==> config.mk <==
export PLATFORM = sky130hd
export DESIGN_NAME = cdf_lut_builder
export DESIGN_NICKNAME = d
export VERILOG_FILES = /design/src/rtl/cdf_lut_builder.sv
export SDC_FILE = /design/constraint.sdc
export NUM_CORES = 1
export LEC_CHECK = 0
export CAP_MARGIN = 40
export CORE_MARGIN = 2
export CORE_UTILIZATION = 48
export DETAILED_ROUTE_END_ITERATION = 10
export PLACE_DENSITY_LB_ADDON = 0.2
export SETUP_SLACK_MARGIN = 0.15
export SLEW_MARGIN = 20
export SYNTH_ARGS = -nofsm -noshare
export SYNTH_HDL_FRONTEND = slang
export SYNTH_SLANG_ARGS = --single-unit
==> constraint.sdc <==
create_clock -name clk -period 5 [get_ports clk]
set_input_delay 1 -clock clk [delete_from_list [all_inputs] [get_ports clk]]
set_output_delay 1 -clock clk [all_outputs]
set_load 0.05 [all_outputs]
==> src/rtl/cdf_lut_builder.sv <==
// ============================================================================
//  Module      : cdf_lut_builder
//  Description : Histogram-equalisation LUT builder. Walks the histogram,
//                accumulates the CDF, scales it through an external divider
//                and writes the saturated 8-bit level into the LUT BRAM.
//                Optional macro CDF_MIN_EN selects standard (cdf_min based)
//                equalisation.
//  Revision    : 1.0  initial release
// ============================================================================
`default_nettype none

module cdf_lut_builder #(
    parameter int W               = 64,
    parameter int H               = 64,
    parameter int LEVELS          = 256,
    parameter int TOTAL_PIXEL     = W * H,
    parameter int TOTAL_PIXEL_BIT = $clog2(W * H),
    parameter int BIN_BIT         = $clog2(LEVELS)
) (
    input  logic                       clk,
    input  logic                       rst_n,
    input  logic                       start,
    output logic                       busy,
    output logic                       done,
    output logic                       hist_rd_en,
    output logic [BIN_BIT-1:0]         hist_addr,
    input  logic [TOTAL_PIXEL_BIT:0]   hist_data,
    output logic                       div_start,
    output logic [31:0]                div_dividend,
    output logic [TOTAL_PIXEL_BIT:0]   div_divisor,
    input  logic                       div_done,
    input  logic [31:0]                div_quotient,
    output logic                       lut_we,
    output logic [BIN_BIT-1:0]         lut_addr,
    output logic [7:0]                 lut_data
);

    localparam int CW = TOTAL_PIXEL_BIT + 1;

    if (CW + BIN_BIT > 32) begin : g_width_check
        $error("cdf_lut_builder: CDF*(LEVELS-1) does not fit in 32 bits");
    end

    typedef enum logic [2:0] {
        S_IDLE = 3'd0,
        S_RD   = 3'd1,
        S_WAIT = 3'd2,
        S_ACC  = 3'd3,
        S_LOAD = 3'd4,
        S_DIVW = 3'd5,
        S_WR   = 3'd6,
        S_FIN  = 3'd7
    } state_t;

    state_t              r_state;
    state_t              w_state_next;
    logic [BIN_BIT-1:0]  r_bin;
    logic [CW-1:0]       r_cdf;
    logic [31:0]         r_q;
    logic                w_bypass;
    logic [31:0]         w_dividend;
    logic [CW-1:0]       w_divisor;
    logic                w_last_bin;

    assign w_last_bin = (r_bin == BIN_BIT'(LEVELS - 1));

`ifdef CDF_MIN_EN
    logic [CW-1:0] r_cdf_min;
    logic          r_found;
    logic [CW-1:0] w_span;

    // Bins before the first occupied one, and single-bin images, map to 0.
    assign w_span     = CW'(TOTAL_PIXEL) - r_cdf_min;
    assign w_bypass   = !r_found || (w_span == '0);
    assign w_dividend = 32'(r_cdf - r_cdf_min) * 32'(LEVELS - 1);
    assign w_divisor  = w_span;
`else
    assign w_bypass   = (r_cdf == '0);
    assign w_dividend = 32'(r_cdf) * 32'(LEVELS - 1);
    assign w_divisor  = CW'(TOTAL_PIXEL);
`endif

    always_ff @(posedge clk) begin
        if (!rst_n) begin
            r_state <= S_IDLE;
        end else begin
            r_state <= w_state_next;
        end
    end

    always_comb begin
        w_state_next = r_state;
        busy         = 1'b0;
        done         = 1'b0;
        hist_rd_en   = 1'b0;
        hist_addr    = '0;
        div_start    = 1'b0;
        div_dividend = '0;
        div_divisor  = '0;
        lut_we       = 1'b0;
        lut_addr     = '0;
        lut_data     = '0;
        case (r_state)
            S_IDLE: begin
                if (start) begin
                    w_state_next = S_RD;
                end
            end
            S_RD: begin
                busy         = 1'b1;
                hist_rd_en   = 1'b1;
                hist_addr    = r_bin;
                w_state_next = S_WAIT;
            end
            S_WAIT: begin
                busy         = 1'b1;
                w_state_next = S_ACC;
            end
            S_ACC: begin
                busy         = 1'b1;
                w_state_next = S_LOAD;
            end
            S_LOAD: begin
                busy         = 1'b1;
                div_dividend = w_dividend;
                div_divisor  = w_divisor;
                if (w_bypass) begin
                    w_state_next = S_WR;
                end else begin
                    div_start    = 1'b1;
                    w_state_next = S_DIVW;
                end
            end
            S_DIVW: begin
                busy         = 1'b1;
                div_dividend = w_dividend;
                div_divisor  = w_divisor;
                if (div_done) begin
                    w_state_next = S_WR;
                end
            end
            S_WR: begin
                busy         = 1'b1;
                lut_we       = 1'b1;
                lut_addr     = r_bin;
                lut_data     = (|r_q[31:8]) ? 8'hFF : r_q[7:0];
                w_state_next = w_last_bin ? S_FIN : S_RD;
            end
            S_FIN: begin
                done         = 1'b1;
                w_state_next = S_IDLE;
            end
            default: w_state_next = S_IDLE;
        endcase
    end

    always_ff @(posedge clk) begin
        if (!rst_n) begin
            r_bin     <= '0;
            r_cdf     <= '0;
            r_q       <= '0;
`ifdef CDF_MIN_EN
            r_cdf_min <= '0;
            r_found   <= 1'b0;
`endif
        end else begin
            case (r_state)
                S_IDLE: begin
                    if (start) begin
                        r_bin     <= '0;
                        r_cdf     <= '0;
`ifdef CDF_MIN_EN
                        r_cdf_min <= '0;
                        r_found   <= 1'b0;
`endif
                    end
                end
                S_ACC: begin
                    r_cdf <= r_cdf + hist_data;
`ifdef CDF_MIN_EN
                    if (!r_found && (hist_data != '0)) begin
                        r_cdf_min <= r_cdf + hist_data;
                        r_found   <= 1'b1;
                    end
`endif
                end
                S_LOAD: begin
                    if (w_bypass) begin
                        r_q <= '0;
                    end
                end
                S_DIVW: begin
                    if (div_done) begin
                        r_q <= div_quotient;
                    end
                end
                S_WR: begin
                    if (!w_last_bin) begin
                        r_bin <= r_bin + BIN_BIT'(1);
                    end
                end
                default: ;
            endcase
        end
    end

endmodule

`default_nettype wire
# Word level (Yosys, flattened, before mapping)
# Index checks and enable logic that the tools add are counted.
# Widths: inputs -> output; s select.
# classes
add_sub_neg,2
n_mul,1
n_eq_ne,12
mux,25
n_reduce_logical,12
# ops
op,n
$mux 32,2
$pmux 32 s2,1
$mux 8,6
$mux 13,2
$pmux 13 s2,1
$pmux 3 s8,1
$reduce_or 24->1,1
$mul 13x8->21 const B,1
$mux 21,1
$pmux 8 s2,1
$add 13x13->13,1
$logic_not 13->1,1
$eq 3x3->1 const B,4
$mux 3,3
$add 8x1->8 const B,1
$eq 8x8->1 const B,1
$ne 2x2->1 const B,4
$eq 3x2->1 const B,2
$mux 1,6
$reduce_and 3->1,2
$reduce_bool 2->1,3
$reduce_or 6->1,1
$reduce_and 2->1,2
$eq 3x1->1 const B,1
3 further kinds,3
# totals
register_bits,56
input_bits,49
out_inout_bits,74
elab_cells,56

# Depth between registers and ports, before layout
# logic_depth
depth_word,3
mapped_depth,16
depth_no_buf,15

# Worst setup path after synthesis
# OpenSTA, ideal clock, no wires.
# synth_timing
path_type,register to output
from,register r_cdf[3]
to,output port div_dividend[19]
t_arrival_ns,4.836
t_required_ns,4.000
path_slack_ns,-0.836
stages_incl_launch_ff,16
path_buffers,0
path_cell_list,dfxtp_1 -> inv_1 -> fa_1 -> fa_1 -> inv_1 -> fa_1 -> inv_1 -> fa_1 -> inv_1 -> ha_1 -> a21oi_1 -> o22ai_1 -> o41a_1 -> a221oi_1 -> xor2_1 -> nor2_1
# synth_via
elab_chain_len,2
# synth_lines
item,line_no,source
"start, declared",58,logic [CW-1:0] r_cdf;
"start signal, assigned",179,r_cdf <= r_cdf + hist_data;
$mul 13x8->21,79,assign w_dividend = 32'(r_cdf) * 32'(LEVELS - 1);
$mux 21,103,case (r_state)
"end, declared",29,"output logic [31:0] div_dividend,"
# No other way between the ends.

# Worst setup path after layout
# layout_timing
from,register r_cdf[1]
to,output port div_dividend[19]
# Same word-level chain as after synthesis.

==> metrics.md <==
| Metric | Value |
|---|---|
| Status | `finished with violations` |
| Failing checks | `negative setup slack` |
| Dominant synthesized flop cell | `dfxtp_1` |
| CTS Buf Count | `5` |
| Commonest cells in the netlist | `inv_1, ha_1, nand2_1` |
| Final setup margin | `-0.508 ns` |
| Distinct cells, synth | `57` |
| Crit end category | `primary output` |
| DR vias/cell | `5.07` |
| Global route overflow | `0` |
| Pwr dens | `115 nW/um^2` |
| Cell Count, Final, Fillers Out | `1046` |
| # port buffers | `99` |
| Vias | `5298` |
| Routed Antenna Nets | `0` |
| Static leakage | `3.64 nW` |
| Ys Warns | `0` |
| Fraction of the mapped netlist area in compound gates | `0.163` |
| Most frequent cell after synthesis | `inv_1` |
| Main combinational cell family by area after synthesis | `adder cells` |
| Post-synth top area cell | `dfxtp_1` |
| Initial antenna violation count | `0` |
| Layout cells sized above 1 | `0.235` |
| Asr flop ratio synth | `0` |
| WP data required | `4.00 ns` |
| Min Clock Period, post-route | `5.51 ns` |
| Synth top area share | `0.185` |
| Simple-Gate Fraction of Synth Area | `0.181` |
| Die ar. | `13500 sq um` |
| Drt total wl | `14.4 mm` |
| CTS Sinks | `56` |
| Synthesized instance count | `723` |
| Top post-synthesis cells by area | `dfxtp_1, fa_1, ha_1, inv_1, a21boi_0` |
| Startpoint Class | `register` |
| Sw Share | `0.282` |
| Final HPWL DP | `11.3 mm` |
| First-pass GRT wire length | `23.8 mm` |
| Cell repeated most along the worst path | `fa_1` |
| Crit Path Max Fanout | `4` |
| Gate power share | `0.174` |
| CP peak stage delay | `0.57 ns` |
| Sw Pwr | `0.273 mW` |
| F_max | `0.182 GHz` |
| CP top delay family | `adder cells` |
| # hold bufs at CTS | `0` |
| CTS root buffer | `clkbuf_16` |
| Cell row count | `41` |
| Hold_ws | `0.465 ns` |
| Slew headroom | `0.408` |
| Post-synth EDFFs | `0` |
| Reg clk slew, reported paths | `0.07 ns` |
| Detailed Routing Iterations Pass 1 | `4` |
| Die width | `116 microns` |
| Tot Pwr | `0.970 mW` |
| IO Pins | `123` |
| Antenna cell count | `0` |
| Maximum vdd drop | `152 uV` |
| Starting Density | `0.485` |
| Clk_skew | `0.00944 ns` |
| Register area share after synthesis | `0.185` |
| H-tree Lvls | `2` |
| CTS tree | `done` |
| Kind of critical path | `register to primary output` |
| Sequential share of power | `0.457` |
| Wirelength per Cell | `13.8 microns` |
| Synth Cell Area | `6050 sq um` |
| Avg Cell Area, Syn | `8.37 sq um` |
| Pre-CTS setup slack | `-0.314 ns` |
| Final Hold Vio Count | `0` |
| Mux cell area share after synthesis | `0.00352` |
| Fill cells | `991` |
| Total GRT Usage | `0.214` |
| Placed Cells | `1028` |
| Synthesized flop and latch total | `56` |
| Final Max Slew Viols | `0` |
| # DRC | `0` |
| Vias in the first global route | `5145` |
| Final worst-path cycle share | `1.10` |
| Core area | `12500 sq um` |
| P&R area growth vs syn | `39.8%` |
| Critical path buffers and inverters | `5` |
| Synth Area in XOR/XNOR | `0.0434` |
| Critical Path Slowest Stage Cell | `fa_1` |
| RSZ-0062 raised after global routing | `true` |
| Hold Path Class | `register to register` |
| Post-Synth Adder-Cell Area | `0.307` |
| Cells along the critical path | `fa_1 > inv_2 > fa_1 > inv_1 > fa_1 > inv_1 > fa_1 > inv_2 > ha_4 > a21oi_2 > o22ai_2 > o41a_1 > a221oi_2 > xor2_1 > nor2_4 > buf_12` |
| Clock network power share | `0.369` |
| NumNets Final | `1037` |
| Max-cap violations | `0` |
| WP data arrival | `4.51 ns` |
| Routability Congestion | `0.877` |
| Largest net degree at the start of global routing | `49` |
| Internal | `0.696 mW` |
| Setup-failing EPs final | `12` |
| CTS Buffer Depth | `2` |
| Initial DRC count | `289` |
| DIE HEIGHT | `116 microns` |
| Clock latency on the worst-skew pair | `0.30 ns` |
| Worst-margin pin slew | `0.886 ns` |
final timing paths:
path                            startpoint          endpoint  slack (ns)  cells after the start
worst max-delay path              r_cdf[1]  div_dividend[19]       -0.51                     16
worst min-delay path               r_q[30]           r_q[30]        0.46                      2
worst max register to register    r_cdf[0]         r_cdf[12]        2.21                      9
worst min register to register     r_q[30]           r_q[30]        0.46                      2
layout make-up:
class / instances / area (sq um) / share of cell area
clock inverters: 2 / 15.0 / 0.00178
inverters: 107 / 404 / 0.0478
multi-input cells: 525 / 4760 / 0.563
clock buffers: 6 / 129 / 0.0152
flip-flops and latches: 56 / 1160 / 0.137
repair buffers: 178 / 1770 / 0.209
well taps: 172 / 215 / 0.0254
flip-flops by register name, indices dropped and copies added (netlist names):
name and count:
r_bin 8, r_q 32, r_state 3, r_cdf 13
what timing repair did:
action / 4_1_cts / 5_1_grt
setup buffers: 6 / 4
setup endpoints to repair: 15 / 15
gates resized for setup: 42 / 33
endpoints found under the hold margin: 0 / 0
gates cloned: 0 / 0
pin swaps: 34 / 15
cells in the final DEF, fill, tap and decap left out, drive strengths merged, types with 35 or more instances in the layout:
cell type,count
clkdlybuf4s50,82
fa,56
a21boi,35
buf,95
ha,59
dfxtp,56
nor2,39
nand4,40
inv,108
nand2,58
kinds of logic after synthesis:
kind of cell,after synthesis
flip-flops,56
XOR/XNOR,30
adder cells (fa/ha/maj),115
AND/OR/NAND/NOR,214
buffers and inverters,164
other,1
AO/OA/AOI/OAI,141
multiplexers,2
per-layer routing:
metal,routed length (microns),track usage,part of all wire,vias up
li1,-,-,-,2667
met1,6780,0.303,0.47,2510
met2,7040,0.355,0.49,110
met3,494,0.0353,0.034,11
met4,121,0.0310,0.0084,0
met5,0,0,0,-
per-stage QoR:
step,util,area [sq um],TNS [ns]
floorplan,-,6390,-0.253
global placement,0.635,7920,-1.31
detailed placement,0.638,7960,-2.10
CTS,0.668,8330,-4.50
global route,0.678,8460,-6.51
finish,0.678,8460,-4.67
power groups by stage:
stage	Clock, mW	Combinational [mW]	Sequential [mW]
after floorplan	0	0.120	0.453
after global placement	0	0.161	0.454
after detailed placement	0	0.164	0.454
after CTS	0.362	0.167	0.443
after global routing	0.384	0.181	0.443
final	0.358	0.169	0.443
worst reg2reg max path: stages (launching register included):
cell and delay, ns:
dfxtp_2 0.34, buf_4 0.16, ha_1 0.22, fa_1 0.43, a211oi_2 0.29, o21ai_1 0.14, a31o_4 0.29, a311oi_4 0.34
xor2_1 0.11, a311o_1 0.35
Note: power is estimated with default switching activity, not from simulation.
==> edit (same flow settings) <==
Encoding of `state_t`: now one-hot (8 bits for 8 states).
--- a/src/rtl/cdf_lut_builder.sv
+++ b/src/rtl/cdf_lut_builder.sv
@@ -41,15 +41,15 @@
         $error("cdf_lut_builder: CDF*(LEVELS-1) does not fit in 32 bits");
     end
 
-    typedef enum logic [2:0] {
-        S_IDLE = 3'd0,
-        S_RD   = 3'd1,
-        S_WAIT = 3'd2,
-        S_ACC  = 3'd3,
-        S_LOAD = 3'd4,
-        S_DIVW = 3'd5,
-        S_WR   = 3'd6,
-        S_FIN  = 3'd7
+    typedef enum logic [7:0] {
+        S_IDLE = 8'b00000001,
+        S_RD   = 8'b00000010,
+        S_WAIT = 8'b00000100,
+        S_ACC  = 8'b00001000,
+        S_LOAD = 8'b00010000,
+        S_DIVW = 8'b00100000,
+        S_WR   = 8'b01000000,
+        S_FIN  = 8'b10000000
     } state_t;
 
     state_t              r_state;
Function: no difference found for any inputs over 4 cycles, from zero or initial values and one cycle with rst_n low; so few cycles prove little.
==> edit against the original RTL <==
- the flow still finishes with violations (negative setup slack)
- sequential power grew 9.7%
- combinational power shrank 25%
- power grew 25%
- wire length grew 0.13%
- clock power grew 69%
- cell area grew 0.33%
- count of clock-buffer cells in the layout grew 7
- worst hold slack lost 6.4 ps
- synthesized area grew 0.25%
- sequential cell count grew 5
- setup slack gained 68 ps
- die area grew 0.24%
- core utilization grew 0.22 points
==> edit: results (changes against the original RTL) <==
status complete, but fails checks; failing checks negative setup slack; flops & latches, synth 61 (+8.9%); largest net degree at the start of global routing 66 (+35%); Routed WL 14500 um (+0.13%); DRT iter0 DRCs 297 (+2.8%); vias in the first global route 5135 (-0.19%); Pre-antenna DRT Iters 5 (+1); CP top delay family adder cells; clk_skew 4.48 ps (-4.96 ps); Top Registers r_q (32), r_cdf (13); area of placed instances 7930 um^2 (-0.30%); FF-to-FF Start r_state[2]$_SDFFE_PN0P_; Clock Pin Slew Worst Setup and Hold Paths 50 ps (-20 ps); leakage power 3.72 nW (+2.1%); comb pwr 0.127 mW (-25%); Via-to-Cell Ratio 5.10 (+0.64%); synth unique cells 60 (+5.3%); CP max FO 5 (+1); Hold Path Stages 2 (unchanged); Worst EP arrival 4440 ps (-70 ps); Reg power frac 0.399 (-0.058); GPL Wtd Cong 0.846 (-3.6%); Seq/Total Area, Yosys 0.201 (+0.0160); Mapped Cells 712 (-1.5%); Internal Pwr Total 0.925 mW (+33%); R2R depth 6 (-3); HPWL after DPL 11700 um (+2.9%); final worst slack -440 ps (+68.0 ps); DP Worst Slack -269 ps (+44.5 ps); Layout Cells excl Fill 1039 (-0.67%); met3 routed WL 505 um (+2.2%); met2 Usage GRT 0.355 (+0.000775); ratio of cells with drive above 1 in the final layout 0.223 (-0.0119); Final Cell Area 8480 um^2 (+0.33%); net switching power 0.291 mW (+6.4%); crit-path max cell delay 590 ps (+20 ps); Post-synth top cells 115 x inv_1, 61 x dfxtp_1, 59 x ha_1; Worst VDD drop 0.154 mV (+1.5%); clk_lat worst skew 330 ps (+30 ps); Filler cells 1001 (+1.0%); total track usage 0.219 (+0.00479); crit path from r_cdf[5]$_SDFFE_PN0P_; # H-tree levels 3 (+1); routed wl met2 6970 um (-0.94%); CP endpoint div_dividend[16]; grt met1 use 0.305 (+0.00226); first-pass GRT wire length 23800 um (+0.12%); synth top area cells dfxtp_1 20%, fa_1 18%, ha_1 12%, inv_1 7.1%, nand3_1 3.6%; final setup violation count 13 (+1)
-- edit: worst reg2reg max path, cell delays in order, from the launching register on --
cell and delay [ps]:
dfxtp_1 390, or4_4 600, nor3_4 250, and4b_1 730, buf_6 250, nand2_1 80, o21ai_0 130
-- edit: layout make-up --
class / instances / area share
Clock buffer: 13 / 0.0333
Multi-Input combinational cell: 510 / 0.544
Sequential cell: 61 / 0.148
Timing Repair Buffer: 165 / 0.196
Tap cell: 172 / 0.0254
Clock inverter: 3 / 0.00177
Inverter: 115 / 0.0512
-- edit: worst min-delay path by stage --
stage / from / to / slack, ps
finish: r_q[1]$_SDFFE_PN0P_ / r_q[1]$_SDFFE_PN0P_ / 460
floorplan: r_q[23]$_SDFFE_PN0P_ / r_q[23]$_SDFFE_PN0P_ / 440
detailed placement: r_q[30]$_SDFFE_PN0P_ / r_q[30]$_SDFFE_PN0P_ / 450
global placement: r_q[1]$_SDFFE_PN0P_ / r_q[1]$_SDFFE_PN0P_ / 440
global route: r_q[14]$_SDFFE_PN0P_ / r_q[14]$_SDFFE_PN0P_ / 470
CTS: r_q[30]$_SDFFE_PN0P_ / r_q[30]$_SDFFE_PN0P_ / 460
-- edit: logic make-up (layout without fill, tap and decap cells) --
group,count (synthesis),after routing,synth area share
fa+ha+maj,115,115,0.307
xor+xnor,32,32,0.0462
buf+inv,163,296,0.121
mux,1,1,0.00165
compound gates,135,135,0.143
flops,61,61,0.201
simple gates,204,204,0.179
other cells,1,23,0.000618
-- edit: timing repair --
item,CTS,global route
endpoints found under the setup margin,14,16
gates cloned,0,0
resized for setup,27,17
setup buffers,3,3
pin swaps,24,12
hold buffers,0,0
